<file path="src/rtl/simple_pkg.sv">
// rtl/simple_pkg.sv - shared widths, reset PC, fetch-state enum and HLT opcode for the SIMPLE core
package simple_pkg;

  localparam int DEF_PC_W = 16;
  localparam int DEF_INSTR_W = 16;
  localparam logic [15:0] DEF_RESET_PC = 16'h0000;

  // Opcode field (top nibble) of the HLT instruction; the decoder raises halt_req on it.
  localparam logic [3:0] OP_HLT = 4'hF;

  typedef enum logic [1:0] {
    FETCH   = 2'd0,
    HALTING = 2'd1,
    HALTED  = 2'd2
  } fetch_state_t;

  function automatic logic is_hlt(input logic [DEF_INSTR_W-1:0] instr);
    return instr[DEF_INSTR_W-1 -: 4] == OP_HLT;
  endfunction

endpackage

</file>
<file path="src/rtl/instr_fetch_unit.sv">
// rtl/instr_fetch_unit.sv - PC owner, single-outstanding imem fetch, one-entry IR; optional FETCH_STATS_EN counter
module instr_fetch_unit
  import simple_pkg::*;
#(
  parameter int PC_W = DEF_PC_W,
  parameter int INSTR_W = DEF_INSTR_W,
  parameter logic [PC_W-1:0] RESET_PC = PC_W'(DEF_RESET_PC)
) (
  input  logic               clk,
  input  logic               rst,
  output logic               imem_req,
  output logic [PC_W-1:0]    imem_addr,
  input  logic               imem_ack,
  input  logic [INSTR_W-1:0] imem_rdata,
  output logic [INSTR_W-1:0] COMMAND,
  output logic [PC_W-1:0]    cmd_pc,
  output logic               cmd_valid,
  input  logic               cmd_ready,
  input  logic               redirect,
  input  logic [PC_W-1:0]    redirect_pc,
  input  logic               halt_req,
  output logic               halted
`ifdef FETCH_STATS_EN
  , output logic [31:0]      fetch_count
`endif
);

  fetch_state_t state, state_nxt;
  logic [PC_W-1:0] pc;
  logic drop;

  logic ack_v;
  logic take;
  logic slot_free;
  logic fill;
  logic issue;

  // An ack only counts while a request is outstanding, so a late ack after reset is ignored.
  assign ack_v     = imem_ack & imem_req;
  assign take      = cmd_valid & cmd_ready;
  assign slot_free = ~cmd_valid | cmd_ready;
  // A redirect in the ack cycle, or a pending drop, turns the returned word into wrong-path data.
  assign fill      = ack_v & ~drop & ~redirect;
  // New request only with nothing outstanding (a dropped ack retires its request this cycle)
  // and an IR slot that is free now, so the answer can never overwrite an unconsumed word.
  assign issue     = (state == FETCH) & ~redirect & ~halt_req & slot_free &
                     (~imem_req | (ack_v & drop));

  assign halted = (state == HALTED);

  // Fetch-state register.
  always_ff @(posedge clk) begin
    if (rst) state <= FETCH;
    else     state <= state_nxt;
  end

  // Next fetch state: redirect outranks halt_req; HALTING drains until nothing is outstanding or held.
  always_comb begin
    state_nxt = state;
    case (state)
      FETCH:   if (!redirect && halt_req) state_nxt = HALTING;
      HALTING: if (!imem_req && !cmd_valid) state_nxt = HALTED;
      HALTED:  state_nxt = HALTED;
      default: state_nxt = FETCH;
    endcase
  end

  // Request tracking, wrong-path drop flag, instruction register and program counter.
  always_ff @(posedge clk) begin
    if (rst) begin
      pc        <= RESET_PC;
      imem_req  <= 1'b0;
      imem_addr <= RESET_PC;
      COMMAND   <= '0;
      cmd_pc    <= '0;
      cmd_valid <= 1'b0;
      drop      <= 1'b0;
    end else begin
      if (issue) begin
        imem_req  <= 1'b1;
        imem_addr <= pc;
      end else if (ack_v) begin
        imem_req  <= 1'b0;
      end

      if (ack_v)                     drop <= 1'b0;
      else if (redirect && imem_req) drop <= 1'b1;

      if (redirect) begin
        cmd_valid <= 1'b0;
      end else if (fill) begin
        COMMAND   <= imem_rdata;
        cmd_pc    <= imem_addr;
        cmd_valid <= 1'b1;
      end else if (take) begin
        cmd_valid <= 1'b0;
      end

      if (redirect)  pc <= redirect_pc;
      else if (fill) pc <= imem_addr + PC_W'(1);
    end
  end

`ifdef FETCH_STATS_EN
  // Count delivered instructions; a same-cycle redirect cancels the handshake.
  always_ff @(posedge clk) begin
    if (rst)                   fetch_count <= '0;
    else if (take && !redirect) fetch_count <= fetch_count + 32'd1;
  end
`endif

endmodule

</file>
<file path="config.mk">
export PLATFORM = sky130hd
export DESIGN_NAME = instr_fetch_unit
export DESIGN_NICKNAME = d
export VERILOG_FILES = /design/src/rtl/simple_pkg.sv /design/src/rtl/instr_fetch_unit.sv
export SDC_FILE = /design/constraint.sdc
export NUM_CORES = 1
export LEC_CHECK = 0
export CORE_UTILIZATION = 47
export DETAILED_ROUTE_END_ITERATION = 6
export GPL_TIMING_DRIVEN = 0
export PLACE_DENSITY = 0.8
export SYNTH_ARGS = -nofsm -noshare
export SYNTH_HDL_FRONTEND = slang
export SYNTH_SLANG_ARGS = --single-unit
</file>
<file path="constraint.sdc">
create_clock -name clk -period 2 [get_ports clk]
set_input_delay 0.2 -clock clk [delete_from_list [all_inputs] [get_ports clk]]
set_output_delay 0.2 -clock clk [all_outputs]
set_load 0.01 [all_outputs]
</file>
After elaboration in Yosys (flattened, before gate mapping)
Index checks and enable logic that the tools add are counted.
{ "word_totals": {"output_inout_bits": 51, "regBits": 69, "word_cells": 52} }
{ "classes": {"eq_ne": 4, "bitwise_logic": 16, "reduce_logical": 14, "add_sub_neg": 1, "mux": 9} }
{ "op_table": {"columns": ["operator", "count"], "rows": [
  ["2-to-1 mux 16 bit", 2],
  ["adder 16 x 1 -> 16 bit (second input constant)", 1],
  ["bitwise AND 1 bit", 9],
  ["one-hot mux 2 bit (3 select lines)", 1],
  ["nonzero test 2 bit", 3],
  ["inverter 1 bit", 5],
  ["2-to-1 mux 1 bit", 4],
  ["2-to-1 mux 2 bit", 2],
  ["AND reduction 2 bit", 2],
  ["OR reduction 2 bit", 2],
  ["logical AND 1 bit", 3],
  ["logical NOT 1 bit", 3],
  ["== test 2 x 1 -> 1 bit (second input constant)", 1],
  ["== test 2 bit (second input constant)", 1],
  ["logical NOT 2 bit", 1],
  ["!= test 2 x 1 -> 1 bit (second input constant)", 1],
  ["!= test 2 bit (second input constant)", 1],
  ["bitwise OR 1 bit", 2]
]} }

Depth between registers and ports, before layout
Gate-level depths: netlist of run 1.
{ "logic_depth": {"depth_word": 6, "depth_mapped": 7, "ltp_nobuf": 6} }

Worst setup path after synthesis of run 1
No wires, ideal clock.
{ "synth_timing": {"path_type": "reg2reg", "from": "register state[0]", "to": "register imem_addr[10]", "arrival_ps": 1689, "path_stages_with_launch": 8, "setup_time_ps": 128, "path_slack_ps": 183, "path_buffers": 1, "cell_sequence": "dfxtp_1 -> inv_1 -> ha_1 -> nand2b_1 -> a2111oi_4 -> buf_8 -> mux2i_1 -> nor2_1"} }
{ "synth_between": {"elab_chain_len": 5} }
{ "synth_lines": {"columns": ["element", "line", "source"], "rows": [
  ["start, declared", "instr_fetch_unit.sv:28", "fetch_state_t state, state_nxt;"],
  ["start signal, assigned", "instr_fetch_unit.sv:54", "else state <= state_nxt;"],
  ["logical NOT 2 bit", "instr_fetch_unit.sv:46", "assign issue = (state == FETCH) & ~redirect & ~halt_req & slot_free &"],
  ["bitwise AND 1 bit (4 in series)", "instr_fetch_unit.sv:46", null],
  ["end signal, assigned", "instr_fetch_unit.sv:81", "imem_addr <= pc;"],
  ["end, declared", "instr_fetch_unit.sv:12", "output logic [PC_W-1:0] imem_addr,"]
]} }
Every way passes these cells.
A chain may end at the register's enable or synchronous reset.

Worst setup path in the final report of run 1
{ "layout_timing": {"from": "register imem_addr[1]", "to": "register pc[14]"} }
{ "layout_between": {"elab_chain_len": 3} }
{ "layout_lines": {"columns": ["element", "line", "source"], "rows": [
  ["adder 16 x 1 -> 16 bit", "instr_fetch_unit.sv:100", "else if (fill) pc <= imem_addr + PC_W'(1);"],
  ["2-to-1 mux 16 bit", "instr_fetch_unit.sv:100", null],
  ["2-to-1 mux 16 bit", "instr_fetch_unit.sv:99", "if (redirect) pc <= redirect_pc;"],
  ["end signal, assigned", "instr_fetch_unit.sv:99", null],
  ["end signal, assigned", "instr_fetch_unit.sv:100", null],
  ["end, declared", "instr_fetch_unit.sv:29", "logic [PC_W-1:0] pc;"]
]} }
Every way passes these cells. The select of a mux whose other input is x is not followed.

==> results.json, run 1 <==
{
  "wl_per_cell_um": 14.8,
  "synth_seq_area_share": 0.471,
  "port_buffers": 88,
  "cts_buffers": 9,
  "seq_power_share": 0.457,
  "drtIter0Drc": 222,
  "cts.sinks": 69,
  "layout_commonest_cell": "clkdlybuf4s50_1",
  "fin_hold_ws_ps": 395,
  "area_growth_pct": 42.9,
  "nets": 498,
  "finalWirelength_mm": 7.96,
  "crit_fanout": 7,
  "rrSetupSlack_ps": 100,
  "clk_pin_slew_ps": 80,
  "min_path_cells": 3,
  "antenna_left": 0,
  "fin_total_pwr_mw": 3.18,
  "synth.cell_area_um2": 2930,
  "syn_area_per_cell_um2": 8.26,
  "n_fill_cell": 511,
  "clk_path_buf_depth": 2,
  "dieArea_um2": 6560,
  "grt_max_degree": 13,
  "path_class": "reg2reg",
  "p_sw_frac": 0.229,
  "crit_required_ps": 2270,
  "num_vias": 2851,
  "place_area_um2": 3910,
  "yosys.area.top_type": "dfxtp_1",
  "stdcell_area_um2": 4190,
  "synthTopCellsByArea": "dfxtp_1, nand2_1, a21oi_1",
  "rows": 28,
  "period_needed_ps": 1900,
  "synth_compound_area_frac": 0.149,
  "worst_ep_arrival_time_ps": 2160,
  "max_freq_mhz": 528,
  "grt_first_pass_wirelength_mm": 12.7,
  "ctsHtreeMaxLevel": 3,
  "finalHoldViolCount": 0,
  "crit_end": "pc[14]$_SDFFE_PP0P_",
  "fin_crit_sh": 0.948,
  "drt_pass1_iterations": 5,
  "synth.top_cell.area_share": 0.471,
  "antenna_found_initial": 0,
  "crit_path_start_kind": "register",
  "async_flop_share": 0,
  "antenna_cells": 0,
  "yosys_warnings": 0,
  "dp_cells": 518,
  "synth_mux_area_frac": 0.0696,
  "dpl.hpwl_mm": 5.46,
  "syn-num-nets": 397,
  "synth_edf_count": 0,
  "timing.rr.end": "pc[14]$_SDFFE_PP0P_",
  "total_leakage_power_nw": 1.44,
  "pwr-share-comb": 0.103,
  "cts_tree": "built",
  "grt_pass1_vias": 2626,
  "critPathCaptureType": "register",
  "worst_pin_slew_ps": 583,
  "slew_headroom": 0.611,
  "ctsRootBufferMaster": "clkbuf_8",
  "ir_drop_mv": 0.477,
  "slew_violations": 0,
  "r2r-start": "imem_addr[1]$_SDFFE_PP0P_",
  "syn_inst": 355,
  "initial_core_util": 0.492,
  "synthSimpleGateAreaFrac": 0.228,
  "gp_congestion": 0.879,
  "dieWidth_um": 81.0,
  "drive_above_1_share": 0.0803,
  "fin_util": 0.703,
  "power.density_nw_per_um2": 758,
  "rsz0062_at_grt": "no",
  "synth_flop_cell": "dfxtp_1",
  "p_sw_mw": 0.729,
  "synth_cell_type_count": 38,
  "r2r_cells": 5,
  "worst_hold_path_type": "in2reg",
  "synthXorXnorAreaFrac": 0.0179,
  "ys_ff_latch": 69,
  "p_clk_frac": 0.440,
  "die_h_um": 81.0,
  "cap_violations": 0,
  "synth_top_family_by_area": "simple AND/OR/NAND/NOR gates",
  "finalSetupViolCount": 0,
  "via_per_inst": 5.32,
  "grt_use_total": 0.258,
  "fin_worst_skew_ps": 8.05,
  "io_pins": 89,
  "startpoint": "imem_addr[1]$_SDFFE_PP0P_",
  "internal-power_mw": 2.45,
  "most-common-layout-cells": "clkdlybuf4s50_1, nand2_1, dfxtp_1",
  "drc": 0,
  "stdcell_count": 536,
  "core_area_um2": 5960,
  "clk_latency_ps": 340,
  "status": "complete, no violations",
  "synthAdderAreaFrac": 0.0171,
  "gr-total-overflow": 0
}
## stage by stage
stage	setup slack [ps]	TNS, ps
6_report	104	0
5_1_grt	8.48	0
4_1_cts	51.5	0
3_5_place_dp	-358	-10520
3_3_place_gp	-326	-10120
2_1_floorplan	183	0
## synth_stat cells (2+ instances only)
cell,instances
nand2b_1,5
a31oi_1,7
a211oi_1,2
nor2_1,30
o21a_1,3
nor4_1,4
and4_1,2
a21oi_1,38
nor3_1,8
clkbuf_1,17
buf_2,3
o32ai_1,5
mux2i_1,17
nand2_1,82
buf_1,4
o21ai_0,7
dfxtp_1,69
ha_1,4
nand4_1,5
mux2_2,3
xnor2_1,6
inv_1,8
nand3_1,11
## state kept, by name, summed over array words and instances, names as in the netlist
name and flops:
COMMAND 16, cmd_pc 16, imem_addr 16, pc 16, state 2, cmd_valid 1, drop 1, imem_req 1
## worst max-delay path, stage by stage (launching register included)
cell,delay (ps)
dfxtp_1,480
ha_1,260
nand4_1,200
nor4_2,380
mux2_2,380
a31oi_1,120
## logic make-up (layout without fill, tap and decap cells)
kind of cell,after synthesis,count (layout)
flops,69,69
fa+ha+maj,4,4
mux,20,20
xor+xnor,6,6
compound gates,70,70
buf+inv,33,139
simple gates,153,153
## power groups by stage
stage	sequential [mW]	combinational (mW)	clock, mW
after floorplan	1.48	0.158	0
after global placement	1.48	0.314	0
after detailed placement	1.48	0.320	0
after CTS	1.45	0.329	1.41
after global routing	1.45	0.355	1.48
final	1.45	0.327	1.40
## worst min path at each step
| stage | slack (ps) | start | endpoint |
|---|---|---|---|
| after floorplan | 300 | imem_ack | drop$_SDFFE_PP0P_ |
| after global placement | 440 | COMMAND[6]$_SDFFE_PP0P_ | COMMAND[6]$_SDFFE_PP0P_ |
| after global routing | 400 | imem_rdata[12] | COMMAND[12]$_SDFFE_PP0P_ |
| after CTS | 390 | imem_rdata[10] | COMMAND[10]$_SDFFE_PP0P_ |
| after detailed placement | 450 | cmd_pc[5]$_SDFFE_PP0P_ | cmd_pc[5]$_SDFFE_PP0P_ |
| final | 390 | imem_rdata[10] | COMMAND[10]$_SDFFE_PP0P_ |
## cell type report
class | instances | area (um^2) | share of cell area
multi-input cells | 253 | 1420 | 0.339
flip-flops and latches | 69 | 1380 | 0.330
well taps | 75 | 93.8 | 0.0224
plain buffers | 23 | 105 | 0.0251
clock inverters | 6 | 110 | 0.0263
inverters | 8 | 30.0 | 0.00717
repair buffers | 92 | 911 | 0.218
clock buffers | 10 | 138 | 0.0329
## metal layers
metal,vias up,track usage,wire (um)
met1,1325,0.315,3390
met4,0,0.105,120
met3,12,0.0663,538
li1,1411,-,-
met5,-,0,0
met2,103,0.429,3910
## timing repair
action / in CTS / in global routing
pin swaps: 2 / 0
buffers inserted: 4 / 0
endpoints found under the setup margin: 10 / 32
hold buffers: 0 / 0
resized for setup: 1 / 5
Note: power is estimated with default switching activity, not from simulation.
==> run 2, diff against run 1 <==
--- a/config.mk
+++ b/config.mk
@@ -5,10 +5,11 @@
 export SDC_FILE = /design/constraint.sdc
 export NUM_CORES = 1
 export LEC_CHECK = 0
-export CORE_UTILIZATION = 47
+export CORE_UTILIZATION = 60
 export DETAILED_ROUTE_END_ITERATION = 6
+export DONT_BUFFER_PORTS = 1
 export GPL_TIMING_DRIVEN = 0
-export PLACE_DENSITY = 0.8
+export PLACE_DENSITY = 0.76
 export SYNTH_ARGS = -nofsm -noshare
 export SYNTH_HDL_FRONTEND = slang
 export SYNTH_SLANG_ARGS = --single-unit
==> results.json, run 2 (synthesized netlist as in run 1, its figures left out) <==
{
  "drt_pass1_iterations": 4,
  "crit_fanout": 7,
  "via_per_inst": 5.71,
  "rows": 25,
  "ctsRootBufferMaster": "clkbuf_8",
  "regArea_um2": 1380,
  "slew_violations": 0,
  "fin_ws_ps": 187,
  "num_vias": 2639,
  "total_leakage_power_nw": 1.20,
  "port_buffers": 0,
  "initial_core_util": 0.621,
  "gp_congestion": 0.886,
  "worst_ep_arrival_time_ps": 2090,
  "antenna_found_initial": 0,
  "wl_met2_mm": 3.58,
  "antenna_cells": 0,
  "slowest_delay_ps": 430,
  "layout_commonest_cell": "nand2_1",
  "power.density_nw_per_um2": 794,
  "core_area_um2": 4720,
  "nets": 432,
  "cap_violations": 0,
  "wl_met1_mm": 3.10,
  "ir_drop_mv": 0.580,
  "fin_worst_skew_ps": 5.08,
  "worst_pin_slew_ps": 630,
  "most-common-layout-cells": "nand2_1, dfxtp_1, a21oi_1",
  "clk_path_buf_depth": 2,
  "die_h_um": 71.9,
  "drtIter0Drc": 238,
  "multiInputGateArea_um2": 1420,
  "fin_total_pwr_mw": 2.73,
  "post-place-ws_ps": -142,
  "crit_path_start_kind": "register",
  "area_growth_pct": 17.3,
  "dieArea_um2": 5170,
  "drive_above_1_share": 0.106,
  "max_freq_mhz": 552,
  "slowest_stage": "dfxtp_2",
  "path_cells": "ha_1 > nand4_1 > nor4_2 > mux2_2 > a31oi_1",
  "rsz0062_at_grt": "no",
  "wl_met3_um": 557,
  "grt_pass1_vias": 2487,
  "grt_max_degree": 12,
  "io_pins": 89,
  "status": "complete, no violations",
  "cts_tree": "built",
  "grt_first_pass_wirelength_mm": 11.8,
  "grt_use_total": 0.300,
  "clk_pin_slew_ps": 70,
  "crit_required_ps": 2270,
  "finalSetupViolCount": 0,
  "fin_crit_sh": 0.906,
  "crit_family": "simple AND/OR/NAND/NOR gates",
  "antenna_left": 0,
  "dieWidth_um": 71.9,
  "cts_buffers": 9,
  "clk_latency_ps": 350,
  "finalHoldViolCount": 0,
  "top_layer_used": "met4",
  "drc": 0,
  "ctsHtreeMaxLevel": 3,
  "n_fill_cell": 395,
  "worst_hold_path_type": "in2reg",
  "slew_headroom": 0.580,
  "period_needed_ps": 1810,
  "critPathCaptureType": "register",
  "path_class": "reg2reg",
  "cts.sinks": 69,
  "gr-total-overflow": 0,
  "dpl.hpwl_mm": 4.90,
  "wl_per_cell_um": 16.1,
  "finalWirelength_mm": 7.42,
  "cp_num_buf_inv": 0
}
run 2: area by class of cell:
| type | instances | share of cell area |
|---|---|---|
| Sequential cell | 69 | 0.402 |
| Inverter | 8 | 0.00873 |
| Timing Repair Buffer | 24 | 0.0662 |
| Tap cell | 67 | 0.0244 |
| Clock buffer | 12 | 0.0451 |
| Buffer | 25 | 0.0342 |
| Multi-Input combinational cell | 253 | 0.412 |
| Clock inverter | 4 | 0.00655 |
run 2: worst paths after layout:
kind,startpoint,endpoint,slack (ps),cells after the start
worst max-delay path,imem_addr[1]$_SDFFE_PP0P_,pc[14]$_SDFFE_PP0P_,190,5
worst min-delay path,redirect_pc[3],pc[3]$_SDFFE_PP0P_,10,2
worst max register to register,imem_addr[1]$_SDFFE_PP0P_,pc[14]$_SDFFE_PP0P_,190,5
worst min register to register,pc[1]$_SDFFE_PP0P_,pc[1]$_SDFFE_PP0P_,490,2
run 2: worst register-to-register path, stage by stage (launching register included):
cell     delay (ps)
dfxtp_2         430
ha_1            260
nand4_1         190
nor4_2          350
mux2_2          380
a31oi_1         120
run 2: what timing repair did:
item / CTS / global route
buffers inserted: 5 / 0
gates resized for setup: 2 / 13
pin swaps: 1 / 0
endpoints found under the setup margin: 11 / 15
endpoints found under the hold margin: 19 / 0
hold buffers: 19 / 0
run 2: power by group:
part	internal (mW)	leakage, nW	switching, mW
registers	1.42	0.561	0.0408
logic	0.110	0.543	0.135
clock network	0.511	0.0921	0.518
run 2: layer usage:
metal	up-vias	GRT usage
li1	1283	-
met4	0	0.166
met2	120	0.475
met5	-	0
met3	18	0.0611
met1	1218	0.386
run 2: stage by stage:
stage	instances	hold WS (ps)	cell area, um^2	utilization	setup TNS (ps)
floorplan	355	300	2930	-	0
global placement	422	304	3020	0.638	-516
detailed placement	422	308	3020	0.638	-1090
CTS	462	2.96	3430	0.726	0
global route	462	14.1	3440	0.728	0
finish	462	10.0	3440	0.728	0
==> run 3, diff against run 2 <==
--- a/config.mk
+++ b/config.mk
@@ -8,7 +8,6 @@
 export CORE_UTILIZATION = 60
 export DETAILED_ROUTE_END_ITERATION = 6
 export DONT_BUFFER_PORTS = 1
-export GPL_TIMING_DRIVEN = 0
 export PLACE_DENSITY = 0.76
 export SYNTH_ARGS = -nofsm -noshare
 export SYNTH_HDL_FRONTEND = slang
==> results.json, run 3 (synthesized netlist as in run 1, its figures left out) <==
{
  "status": "complete, no violations",
  "clk_latency_ps": 340,
  "nets": 419,
  "rsz0062_at_grt": "no",
  "cts_resized": 0,
  "cts.sinks": 69,
  "dieWidth_um": 71.9,
  "gr-total-overflow": 0,
  "worst_ep_arrival_time_ps": 2010,
  "wl_per_cell_um": 15.5,
  "worst_pin_slew_ps": 492,
  "initial_core_util": 0.621,
  "fin_crit_sh": 0.868,
  "regArea_um2": 1380,
  "port_buffers": 0,
  "cts_buffers": 9,
  "ctsRootBufferMaster": "clkbuf_8",
  "fin_setup_tns_ps": 0,
  "total_leakage_power_nw": 1.22,
  "grt_max_degree": 66,
  "place_area_um2": 3030,
  "slew_violations": 0,
  "drc": 0,
  "period_needed_ps": 1740,
  "finalSetupViolCount": 0,
  "finalHoldViolCount": 0,
  "finalWirelength_mm": 6.94,
  "rows": 25,
  "layout_commonest_cell": "nand2_1",
  "clk_path_buf_depth": 2,
  "ir_drop_mv": 0.533,
  "n_fill_cell": 358,
  "slew_headroom": 0.671,
  "clk_pin_slew_ps": 80,
  "crit_path_start_kind": "register",
  "ctsHtreeMaxLevel": 3,
  "critPathCaptureType": "register",
  "area_growth_pct": 18.7,
  "fin_total_pwr_mw": 3.03,
  "crit_fanout": 5,
  "via_per_inst": 5.73,
  "path_class": "reg2reg",
  "gp_congestion": 0.809,
  "antenna_found_initial": 0,
  "core_area_um2": 4720,
  "grt_first_pass_wirelength_mm": 11.0,
  "multiInputGateArea_um2": 1410,
  "stdcell_area_um2": 3480,
  "dp_cells": 414,
  "worst_hold_path_type": "in2reg",
  "drive_above_1_share": 0.107,
  "cap_violations": 0,
  "max_freq_mhz": 576,
  "stdcell_count": 449,
  "postCtsSetupRepairBufs": 0,
  "antenna_left": 0,
  "grt_pass1_vias": 2355,
  "fin_hold_ws_ps": 9.53,
  "fin_ws_ps": 264,
  "cts_tree": "built",
  "power.density_nw_per_um2": 871,
  "crit_required_ps": 2270,
  "dieArea_um2": 5170,
  "most-common-layout-cells": "nand2_1, dfxtp_1, a21oi_1",
  "dpl.hpwl_mm": 4.30,
  "fin_util": 0.737,
  "antenna_cells": 0,
  "post-place-ws_ps": 262,
  "io_pins": 89,
  "die_h_um": 71.9,
  "drt_pass1_iterations": 4,
  "num_vias": 2575,
  "drtIter0Drc": 204,
  "fin_worst_skew_ps": 7.58,
  "grt_use_total": 0.274
}
## run 3: cell count changes in the layout (fill, tap and decap cells not counted), sizes merged
cell and change:
clkbuf -20, buf +6, bufinv +3, clkinv -1, dlygate4sd3 -1
## run 3: final timing paths
path                             startpoint  cells after the start                   to  slack (ps)
setup / recovery  imem_addr[0]$_SDFFE_PP0P_                      5  pc[13]$_SDFFE_PP0P_         260
hold / removal               redirect_pc[2]                      2   pc[2]$_SDFFE_PP0P_          10
setup reg to reg  imem_addr[0]$_SDFFE_PP0P_                      5  pc[13]$_SDFFE_PP0P_         260
hold reg to reg          pc[1]$_SDFFE_PP0P_                      2   pc[1]$_SDFFE_PP0P_         490
## run 3: final cells by class
type,count,share of cell area
repair buffers,36,0.0963
multi-input cells,253,0.405
inverters,8,0.00863
well taps,67,0.0241
clock inverters,6,0.0320
clock buffers,10,0.0367
flip-flops and latches,69,0.397
## run 3: routing by layer
metal  up-vias  part of all wire  track usage  wire [um]
li1       1258                 -            -          -
met1      1220              0.43        0.354       2980
met2        86              0.49        0.440       3420
met3        11             0.063       0.0611        436
met4         0             0.014        0.124        100
met5         -                 0            0          0
## run 3: power breakdown
part | leakage, nW | internal, mW | switching [mW]
Clock | 0.116 | 0.828 | 0.525
Combinational | 0.540 | 0.107 | 0.120
Sequential | 0.560 | 1.41 | 0.0373
Total | 1.22 | 2.35 | 0.682
## run 3: worst max-delay path: stages (launching register included)
cell     delay (ps)
dfxtp_1         440
buf_4           170
nand4_1         220
nor4_1          350
mux2_2          370
a31oi_1         120
## run 3: timing repair
item,in CTS,in global routing
endpoints found under the hold margin,65,0
endpoints found under the setup margin,0,0
hold buffers,19,0
